[config.mk]
export PLATFORM = sky130hd
export DESIGN_NAME = rca_pipe
export DESIGN_NICKNAME = d
export VERILOG_FILES = /design/src/rtl/rca_pipe.sv
export SDC_FILE = /design/constraint.sdc
export NUM_CORES = 1
export LEC_CHECK = 0
export CAP_MARGIN = 30
export CORE_MARGIN = 2
export CORE_UTILIZATION = 49
export DETAILED_ROUTE_END_ITERATION = 16
export PLACE_DENSITY = 0.75
export SLEW_MARGIN = 20
export SYNTH_ARGS = -nofsm -noshare
export SYNTH_HDL_FRONTEND = slang
export SYNTH_SLANG_ARGS = --single-unit
[constraint.sdc]
create_clock -name clk -period 2.1 [get_ports clk]
set_input_delay 0.42 -clock clk [delete_from_list [all_inputs] [get_ports clk]]
set_output_delay 0.42 -clock clk [all_outputs]
set_load 0.05 [all_outputs]
[src/rtl/rca_pipe.sv]
// rca_pipe: STAGES-deep pipelined ripple-carry adder with valid/ready and full-pipeline stall.
// Define RCA_PIPE_OVF_EN to compute signed overflow; otherwise ovf is tied to 0.
module rca_pipe #(
  parameter int WIDTH  = 32,
  parameter int STAGES = 4
) (
  input  logic             clk,
  input  logic             rst,
  input  logic             in_valid,
  output logic             in_ready,
  input  logic [WIDTH-1:0] a,
  input  logic [WIDTH-1:0] b,
  input  logic             cin,
  output logic             out_valid,
  input  logic             out_ready,
  output logic [WIDTH-1:0] sum,
  output logic             cout,
  output logic             ovf
);
  localparam int W_S = WIDTH / STAGES;
  logic w_adv;
  assign w_adv    = !out_valid || out_ready;
  assign in_ready = w_adv;
  for (genvar k = 0; k < STAGES; k++) begin : g_st
    localparam int LO = k * W_S;
    // w_ua/w_ub: operand bits not yet summed, current slice in the low W_S bits
    logic [WIDTH-LO-1:0] w_ua, w_ub;
    logic                w_ci, w_vi;
    logic [W_S:0]        w_add;
    logic                r_v, r_c;
    logic [LO+W_S-1:0]   r_s;
    if (k == 0) begin : g_in
      assign w_ua = a;
      assign w_ub = b;
      assign w_ci = cin;
      assign w_vi = in_valid;
      always_ff @(posedge clk)
        if (rst) r_s <= '0;
        else if (w_adv) r_s <= w_add[W_S-1:0];
    end else begin : g_in
      assign w_ua = g_st[k-1].g_up.r_a;
      assign w_ub = g_st[k-1].g_up.r_b;
      assign w_ci = g_st[k-1].r_c;
      assign w_vi = g_st[k-1].r_v;
      always_ff @(posedge clk)
        if (rst) r_s <= '0;
        else if (w_adv) r_s <= {w_add[W_S-1:0], g_st[k-1].r_s};
    end
    if (k < STAGES - 1) begin : g_up
      logic [WIDTH-LO-W_S-1:0] r_a, r_b;
      always_ff @(posedge clk)
        if (rst) begin
          r_a <= '0;
          r_b <= '0;
        end else if (w_adv) begin
          r_a <= w_ua[WIDTH-LO-1:W_S];
          r_b <= w_ub[WIDTH-LO-1:W_S];
        end
    end
    assign w_add = {1'b0, w_ua[W_S-1:0]} + {1'b0, w_ub[W_S-1:0]} + {{W_S{1'b0}}, w_ci};
    always_ff @(posedge clk)
      if (rst) begin
        r_v <= 1'b0;
        r_c <= 1'b0;
      end else if (w_adv) begin
        r_v <= w_vi;
        r_c <= w_add[W_S];
      end
  end
  assign out_valid = g_st[STAGES-1].r_v;
  assign sum       = g_st[STAGES-1].r_s;
  assign cout      = g_st[STAGES-1].r_c;
`ifdef RCA_PIPE_OVF_EN
  logic w_am, w_bm, w_sm, r_ovf;
  assign w_am = g_st[STAGES-1].w_ua[W_S-1];
  assign w_bm = g_st[STAGES-1].w_ub[W_S-1];
  assign w_sm = g_st[STAGES-1].w_add[W_S-1];
  always_ff @(posedge clk)
    if (rst) r_ovf <= 1'b0;
    else if (w_adv) r_ovf <= (w_am == w_bm) && (w_sm != w_am);
  assign ovf = r_ovf;
`else
  assign ovf = 1'b0;
`endif
endmodule

# After elaboration in Yosys (flattened, before gate mapping)
# Cells that the tools add are included.
# word_totals
ff_bits,184
in_bits,69
wordCells,28
# op_classes
add_sub_neg,8
n_reduce_logical,2
# op_table
op,n
8-bit by 8-bit adder with 9-bit output,4
9-bit by 1-bit adder with 9-bit output,4
1-bit logical NOT,1
1-bit logical OR,1

# Depth between registers and ports, before layout
# Gate-level depths: netlist (run 1).
# logic_depth
depth_word,2
mapped_depth,7

# Least setup slack after synthesis (run 1)
# No wires, ideal clock.
# synth_timing
path_type,input-to-reg
startpoint,in a[0]
endpoint,reg g_st[0].r_c
setup_ns,0.129
t_arrival_ns,1.928
required_time_ns,1.971
slack_ns,0.043
stages,6
cell_sequence,fa_1 > fa_1 > a21o_1 > a221oi_2 > nand3b_1 > a211oi_1
# synth_via
elab_chain_len,2
# synth_rtl
element,line,rtl
from (decl),11,"input logic [WIDTH-1:0] a,"
8-bit by 8-bit adder with 9-bit output,60,"assign w_add = {1'b0, w_ua[W_S-1:0]} + {1'b0, w_ub[W_S-1:0]} + {{W_S{1'b0}}, w_ci};"
9-bit by 1-bit adder with 9-bit output,60,
to (signal assigned),67,r_c <= w_add[W_S];
to (decl),30,"logic r_v, r_c;"
# No other way between the ends.
# A chain may end at the register's enable or synchronous reset.

# Worst setup path in the final report (run 1)
# layout_timing
startpoint,reg g_st[3].r_s[10] (netlist: sum[10])
endpoint,out sum[10]
# layout_rtl
element,line,rtl
from (decl),31,logic [LO+W_S-1:0] r_s;
from (signal assigned),47,"else if (w_adv) r_s <= {w_add[W_S-1:0], g_st[k-1].r_s};"
to (decl),16,"output logic [WIDTH-1:0] sum,"
# No word-level cell between the ends.

==> results of run 1 <==
-- layout make-up --
class / instances / area [sq um]
fillers: 1361 / 5730
flip-flops and latches: 184 / 3680
multi-input cells: 667 / 3620
repair buffers: 138 / 1370
clock buffers: 23 / 468
well taps: 211 / 264
clock inverters: 4 / 72.6
inverters: 9 / 38.8
-- layer usage --
layer | up-vias | routed length [um] | GRT usage [%]
li1 | 3256 | - | -
met3 | 12 | 560 | 4.25
met2 | 114 | 7480 | 31.0
met1 | 2819 | 7420 | 24.6
met5 | - | 0 | 0
met4 | 0 | 156 | 5.75
-- cell families after synthesis --
family | synth area share [%]
flip-flops | 48.0
buffers and inverters | 5.12
AO/OA/AOI/OAI | 17.7
adder cells (fa/ha/maj) | 6.65
XOR/XNOR | 1.83
other | 0.0489
AND/OR/NAND/NOR | 19.4
multiplexers | 1.17
-- registers in the layout, summed over array words and instances (netlist names) --
signal / flops
out_valid: 1
g_st.g_up.r_a: 48
g_st.g_up.r_b: 48
g_st.r_v: 3
cout: 1
sum: 32
g_st.r_c: 3
g_st.r_s: 48
-- where the power goes --
group | internal (mW) | switching (mW)
clock network | 1.78 | 1.23
registers | 3.69 | 0.104
logic | 0.402 | 0.435
total | 5.87 | 1.77
-- cell usage in the layout (no fill, tap or decap), drive strengths merged, types with 12 or more instances in the layout --
cell type	n
buf	37
a21o	12
dfxtp	184
a21oi	183
a211oi	12
xnor2	12
clkdlybuf4s50	99
ha	28
clkbuf	23
nand2	322
-- per-stage QoR --
step,setup slack [ns],util (%)
floorplan,0.0435,-
global placement,-0.499,58.7
detailed placement,-0.519,58.7
CTS,0.00702,62.3
global route,0.00482,62.4
finish,0.0679,62.4
-- timing repair --
item                                    in CTS  in global routing
resized for setup                            2                  8
endpoints found under the setup margin       2                 10
buffers inserted                             0                  0
hold endpoints to repair                     0                  0
pin swaps                                    1                 10
-- final timing paths --
check                                     from                   to  slack, ns  depth (start not counted)
worst max register to register     g_st[2].r_c                 cout       0.08                          6
worst min register to register  g_st[0].r_s[6]       g_st[0].r_s[6]       0.44                          2
worst max-delay path                   sum[10]              sum[10]       0.07                          1
worst min-delay path                       rst  g_st[1].g_up.r_b[3]       0.36                          2
==> results by group, run 1 <==
Synthesis
  – Ys flop type: dfxtp_1
  – Area share of the largest cell type after synthesis: 48.0%
  – Top-count cell post-synth: nand2_1
  – Synth async-reset ratio: 0%
  – Most frequent cells after synthesis: nand2_1 (322), dfxtp_1 (184), a21oi_1 (183)
  – Synthesized area: around 0.0077 sq mm
  – Syn_nets: 1027
  – Dominant cells by area after synthesis: dfxtp_1 (48%), nand2_1 (16%), a21oi_1 (12%)
  – Yosys synthesis warning count: 0
  – Largest area contributor in the netlist: dfxtp_1
  – Netlist cell types: 37
  – Post-synth EDFFs: 0
  – Post-Syn Instances: about 920
  – Seq/Total Area, Yosys: 48.0%
  – Syn Area/Cell: 8.32 sq um
  – #FFs+latches synth: 184

Clock tree
  – Clock Path Buffers: 2
  – H-tree depth: 4
  – Root buf cell: clkbuf_16
  – Worst-Skew Late Latency: 0.42 ns
  – CTS clk-pin slew, worst paths: 0.06 ns
  – CTS buffer count: 17
  – Clock sink count: 184
  – TritonCTS clock tree: built
  – Hold buffers post-CTS: 0

Timing
  – Setup TNS: 0 ns
  – Clk_skew: roughly 0.0056 ns
  – Final Cycle Share: between 90% and 100%
  – Final Hold Vio Count: 0
  – Slew Limit Fails: 0
  – Min cycle time layout: 2.03 ns
  – Worst-margin pin slew: about 0.52 ns
  – Slew Limit Headroom: 65.1%
  – Highest achievable clock rate: 492 MHz
  – Hold Slack: 0.365 ns
  – RSZ-0062 raised after global routing: false
  – # setup viols final: 0

GRT
  – First-pass GRT wire length: ~26 mm
  – Largest net degree at the start of global routing: 71
  – GR Overflow Total: 0
  – Initial antenna violation count: 0
  – Total track usage: 18.8%
  – Vias in the first global route: 5568

Cells and area
  – NumNets Final: 1122
  – Final Cell Area: 0.00952 sq mm
  – N_diodes: 0
  – Layout area overhead: 24.1%
  – Share of cells above drive strength 1: 8.78%
  – Post-Layout Cell Count: 1236

Status
  – Status: finished, final reports clean

Setup path
  – CP Capture Type: output pin
  – WP buf/inv: 1
  – WS Path Type: register to output pin
  – Nature of the critical path startpoint: register
  – CP delay by family, top: buffers and inverters
  – Critical Path Fanout Max: 2
  – Worst EP required: 1.68 ns
  – Crit-path cells: clkdlybuf4s50_1
  – WP data arrival: 1.61 ns
  – Slowest stage cell, crit path: clkdlybuf4s50_1
  – Worst stage delay on the critical path: between 0.8 and 0.9 ns

Floorplan
  – Initial Util: around half
  – Die area: 0.0167 sq mm
  – Io pins: 105
  – Die Width: roughly 130 um
  – Die height: 129 um
  – # rows: 45
  – CORE AREA: about 0.015 sq mm

Placement
  – Placer Congestion: 0.815
  – PortBufs: 103
  – DPL Wire Length: 10.5 mm
  – Placed cell count: ~1200
  – DP Area: 0.00896 sq mm

Routing
  – DR vias: 6201
  – DRT Wirelength: 15.6 mm
  – Initial drt markers: 292
  – DR pass1 iterations: 4
  – Wirelength per Cell: 12.6 um
  – Routed Antenna Nets: 0
  – # DRC: 0
  – DR vias/cell: 5.02

Pwr
  – Tot Pwr: 7.64 mW
  – Pwr Density: 802 mW/mm^2
  – Leakage power: 3.82 nW
  – Worst vdd ir: approximately 0.00059 V

Min path
  – Hold crit path type: primary input to register

Flow run
  – Max-cap viol count: 0
Power figures use the tool's default switching activity.
==> run 2: changes to the inputs <==
CTS_BUF_LIST = sky130_fd_sc_hd__clkbuf_4 sky130_fd_sc_hd__clkbuf_8 sky130_fd_sc_hd__clkbuf_16   (was default)
==> run 2 against run 1 <==
Power rose by 0.61%. Utilization rose by 0.098 points. Register-to-register slack improved by 0.02 ns. Sequential power barely moved. Clock power rose by 2%. Design area rose by 0.16%. Clock skew barely moved. Largest power group unchanged. Hold slack improved by 0.010 ns. Wire length fell by 0.29%. Critical path type unchanged. Combinational power barely moved. Maximum frequency rose by 0.10%.
==> results by group, run 2 (same netlist as run 1, synthesis figures left out) <==
Status
  – Status: finished, final reports clean

Clock tree
  – Hold buffers post-CTS: 0
  – Worst-Skew Late Latency: 0.41 ns
  – H-tree depth: 4
  – Root buf cell: clkbuf_16
  – TritonCTS clock tree: built
  – Clock sink count: 184
  – CTS buffer count: 17
  – CTS clk-pin slew, worst paths: 0.06 ns
  – Clock Path Buffers: 2

Routing
  – Wirelength per Cell: 12.6 um
  – Routed Antenna Nets: 0
  – Initial drt markers: about 330
  – DRT Wirelength: 15.6 mm
  – DR pass1 iterations: 6
  – # DRC: 0
  – DR vias/cell: 5.02
  – DR vias: around 6200

Timing
  – Min cycle time layout: 2.03 ns
  – Final Cycle Share: 96.7%
  – Worst-margin pin slew: just over 0.5 ns
  – Slew Limit Fails: 0
  – Final WS setup: ~0.070 ns
  – Clk_skew: 0.00559 ns
  – Final Hold Vio Count: 0
  – # setup viols final: 0
  – Hold Slack: between 0.3 and 0.4 ns
  – RSZ-0062 raised after global routing: false
  – Slew Limit Headroom: 65.2%
  – Highest achievable clock rate: 493 MHz

Setup path
  – WP buf/inv: 1
  – WS Path Type: register to output pin
  – Critical Path Fanout Max: 2
  – WP data arrival: 1.61 ns
  – Crit-path cells: clkdlybuf4s50_1
  – Worst EP required: around 1.7 ns
  – CP Capture Type: output pin
  – Worst stage delay on the critical path: roughly 0.82 ns
  – CP delay by family, top: buffers and inverters
  – Nature of the critical path startpoint: register
  – Slowest stage cell, crit path: clkdlybuf4s50_1

Min path
  – Hold crit path type: primary input to register

Cells and area
  – Layout area overhead: 24.3%
  – Post-Layout Cell Count: 1236
  – Share of cells above drive strength 1: 9.17%
  – NumNets Final: 1122
  – Leading cell types in the layout, fill and taps excluded: nand2_1 (322), dfxtp_1 (184), a21oi_1 (182)
  – Commonest non-fill, non-tap cell in the layout: nand2_1
  – N_diodes: 0
  – Top Registers: g_st.g_up.r_a (48), g_st.g_up.r_b (48), g_st.r_s (48)

Floorplan
  – Initial Util: ~50%
  – # rows: 45
  – Die area: 0.0167 sq mm
  – CORE AREA: 0.0153 sq mm
  – Die height: 129 um
  – Die Width: 129 um
  – Io pins: 105

GRT
  – Vias in the first global route: between 5000 and 6000
  – First-pass GRT wire length: between 20 and 30 mm
  – Initial antenna violation count: 0
  – Largest net degree at the start of global routing: 71
  – GR Overflow Total: 0
  – Total track usage: 18.8%

Placement
  – PortBufs: 103
  – DPL Wire Length: between 10 and 15 mm
  – Placer Congestion: 0.815
  – Placed cell count: 1209
  – Worst slack, placed: -0.519 ns

Pwr
  – Pwr Density: 806 mW/mm^2
  – Leakage power: between 3 and 4 nW
  – Worst vdd ir: around 0.00058 V

Flow run
  – Max-cap viol count: 0
[run 2: cell counts in the layout (fill, tap and decap cells not counted)]
No cell type changed its count.
[run 2: power by group]
group          total (mW)  switching, mW  internal [mW]
Sequential           3.79          0.104           3.69
Combinational       0.837          0.435          0.402
Clock                3.06           1.22           1.83
Total                7.68           1.76           5.92
[run 2: area by class of cell]
class / count / area, sq um
multi-input cells: 667 / 3620
repair buffers: 138 / 1370
clock inverters: 4 / 72.6
clock buffers: 23 / 483
well taps: 211 / 264
flip-flops and latches: 184 / 3680
fillers: 1357 / 5720
inverters: 9 / 38.8
[run 2: layer usage]
layer / part of all wire (%) / track usage [%] / up-vias
li1: - / - / 3257
met1: 48 / 24.7 / 2817
met2: 47 / 31.1 / 113
met3: 3.5 / 4.21 / 17
met4: 1.3 / 5.63 / 0
met5: 0 / 0 / -
[run 2: path summary, 6_finish.rpt]
kind / start / end / slack, ns / cells after the start
max: sum[31] / sum[31] / 0.07 / 1
min: rst / g_st[1].g_up.r_b[0] / 0.37 / 2
max reg2reg: g_st[2].g_up.r_b[0] / cout / 0.10 / 6
min reg2reg: g_st[0].r_s[6] / g_st[0].r_s[6] / 0.44 / 2
[run 2: per-stage QoR]
stage,TNS [ns],area (sq um),util [%],power [mW]
after global routing,0,9540,62.5,8.01
final,0,9540,62.5,7.68
after global placement,-1.82,8960,58.7,4.68
after detailed placement,-1.92,8960,58.7,4.70
after CTS,0,9520,62.4,7.76
after floorplan,0,7670,-,4.39
[run 2: timing repair]
action	4_1_cts	5_1_grt
pin swaps	1	10
resized for setup	2	8
buffers inserted	0	0
endpoints found under the setup margin	2	10
==> run 3: changes to the inputs <==
CORE_UTILIZATION = 55   (was 49)
PLACE_DENSITY = 0.8   (was 0.75)
clock period = 1.9 ns   (was 2.1 ns; I/O delays follow)
==> run 3 against run 2 <==
The run now ends with negative setup slack left. Sequential power grew 11%. Hold slack lost 0.049 ns. Design area grew 0.46%. Power grew 14%. Wire length grew 4.4%. Non-clock buffer count grew 17. Count of clock-buffer cells in the layout shrank 5. Clock power grew 19%. Sequential cell count is the same. Via count grew 2.5%. Global-route usage grew 3.9 points. Clock skew grew 0.0012 ns.
==> results by group, run 3 (same netlist as run 1, synthesis figures left out) <==
Status
  – Status: complete, but fails checks
  – Failing checks: negative setup slack

Timing
  – # setup viols final: 7
  – Highest achievable clock rate: 512 MHz
  – Min cycle time layout: 1.95 ns
  – Final WS setup: -0.0550 ns
  – Clk_skew: 0.00675 ns
  – RSZ-0062 raised after global routing: true
  – Final Hold Vio Count: 0
  – Slew Limit Headroom: 66.0%
  – Worst-margin pin slew: 0.512 ns
  – Setup TNS: -0.297 ns
  – Final Cycle Share: 103%
  – Slew Limit Fails: 0

Setup path
  – Crit-path cells: fa_2 > fa_2 > a21o_1 > a221oi_2 > nand3b_1 > a211oi_1
  – WP data arrival: 2.27 ns
  – Cell count along the critical path: 6
  – CP Capture Type: register
  – CP delay by family, top: adder cells
  – WS Path Type: register to register
  – Slowest stage cell, crit path: fa_2
  – Critical Path Fanout Max: 2
  – Most used cell, CP: fa_2
  – Worst R2R Path Depth: 6
  – Worst EP required: 2.22 ns
  – Nature of the critical path startpoint: register
  – Worst stage delay on the critical path: 0.43 ns
  – WP buf/inv: 0

Routing
  – DR vias/cell: between 5 and 6
  – # DRC: 0
  – Initial drt markers: 375
  – Wirelength per Cell: 13.3 um
  – DRT Wirelength: 16.3 mm
  – DR vias: roughly 6400
  – DR pass1 iterations: 5
  – Routed Antenna Nets: 0

Pwr
  – Sw frac: 24.4%
  – Clock Power Share: 41.5%
  – Logic pwr share: 10.6%
  – P_sw: ~2.1 mW
  – Pwr Density: 914 mW/mm^2
  – Pint: 6.62 mW
  – Sequential share of power: 47.9%
  – Worst vdd ir: 0.000890 V
  – Leakage power: 4.02 nW

Min path
  – Hold crit path type: primary input to register
  – Hold depth: 2

Floorplan
  – # rows: 43
  – Die height: ~120 um
  – Die Width: around 120 um
  – Io pins: approximately 110
  – CORE AREA: 0.0138 sq mm
  – Die area: 0.0149 sq mm
  – Initial Util: 55.7%

Cells and area
  – N_diodes: 0
  – Fillers: 1163
  – Final Cell Area: around 0.0096 sq mm
  – Top Registers: g_st.g_up.r_a (48), g_st.g_up.r_b (48), g_st.r_s (48)
  – Commonest non-fill, non-tap cell in the layout: nand2_1
  – NumNets Final: 1139
  – Leading cell types in the layout, fill and taps excluded: nand2_1 (322), dfxtp_1 (181), a21oi_1 (180)
  – Share of cells above drive strength 1: 13.2%
  – Layout area overhead: 24.9%
  – Fin util: 69.6%

Placement
  – PortBufs: 103
  – Placer Congestion: 0.853
  – DP Area: around 0.0089 sq mm
  – DPL Wire Length: 11.0 mm

Clock tree
  – CTS clk-pin slew, worst paths: 0.07 ns
  – Clock sink count: roughly 180
  – Clock Path Buffers: 2
  – Hold buffers post-CTS: 0
  – CTS buffer count: 17
  – Root buf cell: clkbuf_16
  – H-tree depth: 4
  – Worst-Skew Late Latency: 0.44 ns
  – TritonCTS clock tree: built

GRT
  – Vias in the first global route: 5966
  – Initial antenna violation count: 0
  – Largest net degree at the start of global routing: 48
  – GR Overflow Total: 0
  – First-pass GRT wire length: 27.2 mm
  – Total track usage: 22.7%

Flow run
  – Max-cap viol count: 0
[run 3: what timing repair did]
item | 4_1_cts | 5_1_grt
pin swaps | 14 | 4
setup buffers | 2 | 3
setup endpoints to repair | 31 | 9
gates resized for setup | 28 | 2
[run 3: path summary, 6_finish.rpt]
path	start	endpoint	slack (ns)
worst max-delay path	g_st[2].r_c	cout	-0.05
worst min-delay path	rst	g_st[0].g_up.r_a[11]	0.33
worst max register to register	g_st[2].r_c	cout	-0.05
worst min register to register	sum[15]	sum[15]	0.45
[run 3: layer usage]
layer | vias up | global-route usage, % | share of wire [%]
met4 | 0 | 7.76 | 1.5
met1 | 2914 | 29.0 | 46
li1 | 3305 | - | -
met2 | 121 | 37.8 | 49
met3 | 21 | 5.38 | 3.5
met5 | - | 0 | 0
[run 3: layout make-up]
| cell class | instances | area [sq um] | area share, % |
|---|---|---|---|
| multi-input combinational | 667 | 3640 | 38.0 |
| clock inverter | 14 | 171 | 1.79 |
| inverter | 9 | 38.8 | 0.405 |
| clock buffer | 18 | 439 | 4.58 |
| sequential | 184 | 3690 | 38.5 |
| timing repair buffer | 155 | 1380 | 14.4 |
| tap | 180 | 225 | 2.35 |
[run 3: stage by stage]
stage	worst slack (ns)	instances	total power, mW	hold slack, ns
after CTS	-0.0516	1224	8.81	0.317
after detailed placement	-0.576	1190	5.20	0.442
final	-0.0550	1227	8.76	0.326
after global routing	-0.128	1227	9.10	0.344
after floorplan	-0.0264	922	4.85	0.425
after global placement	-0.574	1190	5.17	0.437
[run 3: power by group through the flow]
stage / Clock (mW) / Sequential (mW) / Combinational [mW]
floorplan: 0 / 4.34 / 0.512
global placement: 0 / 4.27 / 0.904
detailed placement: 0 / 4.28 / 0.924
CTS: 3.69 / 4.19 / 0.929
global route: 3.85 / 4.22 / 1.03
finish: 3.63 / 4.19 / 0.931
